`src/rtl/gouram_trace_drain_if.sv`:
```
// Word stream from the trace drain toward the trace sink (UART/DMA bridge).
// Latency: none, this only bundles wires.
// Backpressure: the sink throttles with out_ready; the source holds out_valid/out_data/out_last until accepted.
interface gouram_trace_drain_if;
  logic        out_valid;
  logic        out_ready;
  logic [31:0] out_data;
  logic        out_last;

  modport master (
    output out_valid,
    output out_data,
    output out_last,
    input  out_ready
  );

  modport slave (
    input  out_valid,
    input  out_data,
    input  out_last,
    output out_ready
  );
endinterface

```
`src/rtl/gouram_trace_drain.sv`:
```
// Buffers 128-bit tracer records in a small FIFO and serialises each as four 32-bit words, LSW first.
// Latency: strobe in cycle N gives word 0 valid in N+2 from empty/idle; one word per cycle sustained.
// Backpressure: a sink stall holds the current word; a full FIFO drops and counts records, never stalling the tracer.
module gouram_trace_drain #(
  parameter int DEPTH = 8,
  parameter int CW    = $clog2(DEPTH) + 1
) (
  input  logic                  clk,
  input  logic                  rst,
  input  logic                  trace_valid_i,
  input  logic [127:0]          trace_data_i,
  input  logic                  enable_i,
  input  logic                  flush_i,
  gouram_trace_drain_if.master  sink,
  output logic [CW-1:0]         fifo_count,
  output logic [15:0]           overflow_cnt,
  output logic                  busy
);

  localparam int AW = $clog2(DEPTH);

  typedef enum logic {IDLE, SEND} state_t;

  state_t        state, state_n;
  logic [127:0]  mem [DEPTH];
  logic [AW-1:0] wr_ptr, rd_ptr;
  logic [127:0]  hold;
  logic [1:0]    word_idx;
  logic          full, empty, push, drop, pop, accept;

  // Full is judged on the pre-edge count, so a push is refused at full even if a pop happens this cycle.
  assign full   = (fifo_count == CW'(DEPTH));
  assign empty  = (fifo_count == '0);
  assign accept = (state == SEND) && sink.out_ready;
  assign push   = trace_valid_i && !full && !flush_i;
  assign drop   = trace_valid_i && full && !flush_i;
  assign pop    = enable_i && !empty && !flush_i &&
                  ((state == IDLE) || (accept && (word_idx == 2'd3)));

  // Record storage; contents are don't-care until written, so no reset.
  always_ff @(posedge clk) begin
    if (push) mem[wr_ptr] <= trace_data_i;
  end

  // Pointers and occupancy; flush empties the queue but leaves the record in flight alone.
  always_ff @(posedge clk or posedge rst) begin
    if (rst) begin
      wr_ptr     <= '0;
      rd_ptr     <= '0;
      fifo_count <= '0;
    end else if (flush_i) begin
      wr_ptr     <= '0;
      rd_ptr     <= '0;
      fifo_count <= '0;
    end else begin
      if (push) wr_ptr <= wr_ptr + AW'(1);
      if (pop)  rd_ptr <= rd_ptr + AW'(1);
      fifo_count <= fifo_count + CW'(push) - CW'(pop);
    end
  end

  // Saturating drop counter; strobes during a flush are discarded silently.
  always_ff @(posedge clk or posedge rst) begin
    if (rst) begin
      overflow_cnt <= '0;
    end else if (drop && (overflow_cnt != 16'hFFFF)) begin
      overflow_cnt <= overflow_cnt + 16'd1;
    end
  end

  // Hold register and word index: a pop reloads both, each accepted word advances the index.
  always_ff @(posedge clk or posedge rst) begin
    if (rst) begin
      hold     <= '0;
      word_idx <= '0;
    end else if (pop) begin
      hold     <= mem[rd_ptr];
      word_idx <= '0;
    end else if (accept) begin
      word_idx <= word_idx + 2'd1;
    end
  end

  // FSM state register.
  always_ff @(posedge clk or posedge rst) begin
    if (rst) state <= IDLE;
    else     state <= state_n;
  end

  // Next state: stay in SEND across back-to-back records, fall to IDLE when the last word leaves with nothing to pop.
  always_comb begin
    state_n = state;
    case (state)
      IDLE:    if (pop) state_n = SEND;
      SEND:    if (accept && (word_idx == 2'd3) && !pop) state_n = IDLE;
      default: state_n = IDLE;
    endcase
  end

  // Outputs decode registered state only; nothing here depends on out_ready.
  assign sink.out_valid = (state == SEND);
  assign sink.out_last  = (state == SEND) && (word_idx == 2'd3);
  assign sink.out_data  = (state == SEND) ? hold[{word_idx, 5'd0} +: 32] : 32'd0;
  assign busy           = (state == SEND) || !empty;

endmodule

```
`src/flat_wrapper.sv`:
```
// flat-port wrapper written by rule: the top's interface ports become plain ports
module gouram_trace_drain_flat 
#(
  parameter int DEPTH = 8,
  parameter int CW    = $clog2(DEPTH) + 1
)
  (clk, rst, trace_valid_i, trace_data_i, enable_i, flush_i, fifo_count, overflow_cnt, busy, sink_out_valid, sink_out_data, sink_out_last, sink_out_ready);
  gouram_trace_drain_if sink_i ();
  input  logic clk;
  input  logic rst;
  input  logic trace_valid_i;
  input  logic [127:0] trace_data_i;
  input  logic enable_i;
  input  logic flush_i;
  output logic [CW-1:0] fifo_count;
  output logic [15:0] overflow_cnt;
  output logic busy;
  output wire logic [$bits(sink_i.out_valid)-1:0] sink_out_valid;
  output wire logic [$bits(sink_i.out_data)-1:0] sink_out_data;
  output wire logic [$bits(sink_i.out_last)-1:0] sink_out_last;
  input wire logic [$bits(sink_i.out_ready)-1:0] sink_out_ready;
  assign sink_out_valid = sink_i.out_valid;
  assign sink_out_data = sink_i.out_data;
  assign sink_out_last = sink_i.out_last;
  assign sink_i.out_ready = sink_out_ready;
  gouram_trace_drain #(.DEPTH(DEPTH), .CW(CW)) u_core (.clk(clk), .rst(rst), .trace_valid_i(trace_valid_i), .trace_data_i(trace_data_i), .enable_i(enable_i), .flush_i(flush_i), .sink(sink_i), .fifo_count(fifo_count), .overflow_cnt(overflow_cnt), .busy(busy));
endmodule
```
`config.mk`:
```
export PLATFORM = sky130hd
export DESIGN_NAME = gouram_trace_drain_flat
export DESIGN_NICKNAME = d
export VERILOG_FILES = /design/src/rtl/gouram_trace_drain_if.sv /design/src/rtl/gouram_trace_drain.sv /design/src/flat_wrapper.sv
export SDC_FILE = /design/constraint.sdc
export NUM_CORES = 1
export LEC_CHECK = 0
export CAP_MARGIN = 0
export CORE_MARGIN = 2
export CORE_UTILIZATION = 60
export DETAILED_ROUTE_END_ITERATION = 12
export GPL_ROUTABILITY_DRIVEN = 1
export PLACE_DENSITY = 0.79
export SLEW_MARGIN = 0
export SYNTH_ARGS = -nofsm -noshare
export SYNTH_HDL_FRONTEND = slang
export SYNTH_SLANG_ARGS = --single-unit
export TNS_END_PERCENT = 50
```
`constraint.sdc`:
```
create_clock -name clk -period 11.6 [get_ports clk]
set_input_delay 1.74 -clock clk [delete_from_list [all_inputs] [get_ports clk]]
set_output_delay 1.74 -clock clk [all_outputs]
set_load 0.01 [all_outputs]
```
==> results.cfg <==
[run_status]
status = complete, no violations

[sta]
max_freq_ghz = 0.1987
hold_slack_ns = 0.5215
grt_setup_unrepaired = false
fin_crit_sh = 0.4338
slew_violations = 0
hold_violations = 0
slew_headroom = 0.1576
clock_skew_ns = 0.03214
finalSetupViolations = 0
tightest_slew_ns = 1.264
period_minus_slack_ns = 5.032

[grt]
track_usage = 0.2629
grt_pass1_vias = 22190
antenna_found_initial = 13
grt_start_max_net_pins = 129
grt-ovfl-total = 0
grt_first_pass_wirelength_mm = 148.7

[critical_path]
startpoint_type = input pin
cp_max_fo = 98
arrival_ns = 5.58
path_class = in2reg
worstReg2RegStart = u_core.word_idx[1]
required_ns = 12.15
r2r_setup_slack_ns = 7.06
critPathSlowestCell = buf_4
crit_top_cell = buf_4
worst_setup_path_end_kind = flip-flop
max_stage_delay_ns = 0.83
reg2reg_depth = 7
r2r_end = u_core.hold[76]
worstPathCellList = clkdlybuf4s50_1, nor2b_1, and3_4, buf_4, buf_4, nor2_1, a21oi_1

[floorplan]
ios = 189
rows = 101
die_width_um = 279.6
coreArea_um2 = 75570
fp.dieH_um = 279.6
die_area_um2 = 78150
start_util = 0.6029

[drt]
via_per_inst = 6.383
ant_nets = 0
drt_iter0_markers = 2418
vias = 21810
drt_first_pass_iters = 5
drc_errors = 0
routedWlPerCell_um = 29.46
drt-total-wl_mm = 100.6

[power]
leakage_uw = 0.01641
power.density_nw_per_um2 = 211.4
total_power_uw = 10990
ir_drop_uv = 169.1

[placed_design]
placed_cells_incl_taps = 3202
dp_hpwl_mm = 54.10
io_buffers = 188
place.gp.congestion = 0.7911

[synthesis]
syn_area_um2 = 45560
yosysTopAreaCell = edfxtp_1
syn_nets = 2273
yosys-top-cells-area = edfxtp_1 67%, mux4_2 14%, dfrtp_1 8.6%, mux2i_1 2.8%, a21oi_1 1.4%
syn_inst = 2128
yosysWarnings = 0
synth_top_area_share = 0.6749
ys_types = 43
ys.flop_type = edfxtp_1
synth_edf_count = 1024
synth-seq-cells = 1181
yosysSeqAreaShare = 0.7612
avgSynthCellArea_um2 = 21.41
async_reset_ff_frac = 0.1329

[cells_and_area]
final_net_count = 2482
area_growth_pct = 14.13
multi_input_area_um2 = 10020
layout-drive-gt1-share = 0.2110
instances_no_fill = 3416
final_util = 0.6881
nFillCells = 4437
seqCellArea_um2 = 34690

[clocking]
cts_buffer_depth = 3
cts_tree = yes
clkTransAtPathRegs_ns = 0.06
post-cts-setup-buffers = 0
htreeDepth = 3
insertion_delay_ns = 0.67
hold_buffers = 0
postCtsResizedCells = 0
clockRootBuffer = clkbuf_16
cts_made_buffers = 111
cts_num_sinks = 1181

[job]
maxCapViolCount = 0

[min_path]
hp-start = u_core.overflow_cnt[15]
hp-class = reg2reg
holdPathStages = 1
holdPathEnd = u_core.overflow_cnt[15]
==> final cells by class <==
class,instances,area share
Multi-Input combinational cell,822,0.1927
Inverter,9,0.0007459
Antenna cell,7,0.0003369
Clock buffer,157,0.06167
Clock inverter,50,0.01227
Sequential cell,1181,0.6672
Tap cell,978,0.02353
Timing Repair Buffer,212,0.04158
==> placed cells by master (no fill, tap or decap), types with 4 or more instances in the layout <==
cell	n
diode_2	7
clkdlybuf4s50_1	188
nor4_2	5
edfxtp_1	1024
buf_12	8
nor2b_1	4
mux2i_1	128
nand3_1	7
clkinvlp_4	7
a21oi_1	131
nand2_1	13
bufinv_16	14
nor2_1	137
clkbuf_1	26
dfrtp_1	152
clkbuf_16	116
inv_1	8
mux4_2	288
nand2b_1	4
clkinv_1	11
clkbuf_8	15
nand4_1	6
nor2_4	6
and2_1	34
xor2_1	17
clkinv_2	14
ha_1	10
buf_4	16
nor3_1	5
==> flip-flops by register name (all words and copies together) (netlist names) <==
register               count
u_core.fifo_count          4
u_core.hold              128
u_core.overflow_cnt       16
u_core.wr_ptr              3
u_core.mem              1024
u_core.sink.out_valid      1
u_core.word_idx            2
u_core.rd_ptr              3
==> Yosys cell counts, types with 2 or more instances <==
cell      number
a21oi_1      131
buf_8         10
xnor2_1        3
nor2b_1        4
nor4_2         5
and2_1        34
mux2i_1      128
clkbuf_1      25
inv_1          9
nand4_1        6
ha_1          10
buf_6         26
nor3_1         7
nand2b_1       4
a211oi_1       2
nor2_1       143
or2_2          2
mux2_2         2
dfrtp_1      157
buf_2         29
mux4_2       288
buf_4         25
xor2_1        17
edfxtp_1    1024
nand3_1        7
nand2_1       13
==> how the worst max path moves through the flow <==
| stage | cells after the start | slack [ns] | endpoint | start |
|---|---|---|---|---|
| CTS | 7 | 6.64 | u_core.hold[76] | flush_i |
| finish | 7 | 6.57 | u_core.hold[76] | flush_i |
| floorplan | 4 | -0.0007 | u_core.mem[1][0] | trace_valid_i |
| global placement | 7 | 6.27 | u_core.hold[14] | flush_i |
| detailed placement | 7 | 5.99 | u_core.hold[108] | flush_i |
| global route | 7 | 6.32 | u_core.hold[76] | flush_i |
==> per-layer routing <==
layer,routed length (um),vias to the layer above,track usage
met1,38260,11500,0.3675
li1,-,9079,-
met4,3122,12,0.09187
met5,76,-,0
met2,49750,1042,0.4117
met3,9440,177,0.06614
==> per-stage QoR <==
stage | setup slack, ns | setup TNS (ns) | area, um^2
finish | 6.568 | 0 | 52000
global placement | 6.269 | 0 | 48140
CTS | 6.642 | 0 | 51980
detailed placement | 5.993 | 0 | 48140
floorplan | -0.0007336 | -0.09391 | 45570
global route | 6.324 | 0 | 51990
==> power by group <==
part	leakage, uW	total, uW	switching, uW	internal [uW]
clock	0.00186	3770	1530	2240
combinational	0.00349	1920	973	944
sequential	0.0111	5310	324	4990
total	0.0164	11000	2820	8170
==> logic make-up after synthesis <==
family	after synthesis	share of synthesized area
compound gates	139	0.01585
xor+xnor	20	0.003845
flops	1181	0.7612
fa+ha+maj	11	0.003186
buf+inv	125	0.02027
mux	419	0.1712
simple gates	233	0.02447
==> worst max-delay path: cells and delay by family <==
family / cells / cell delay, ns
and+or+nand+nor: 3 / 1.19
buffers and inverters: 3 / 2.27
AOI/OAI and AO/OA: 1 / 0.27
Note: power is estimated with default switching activity, not from simulation.
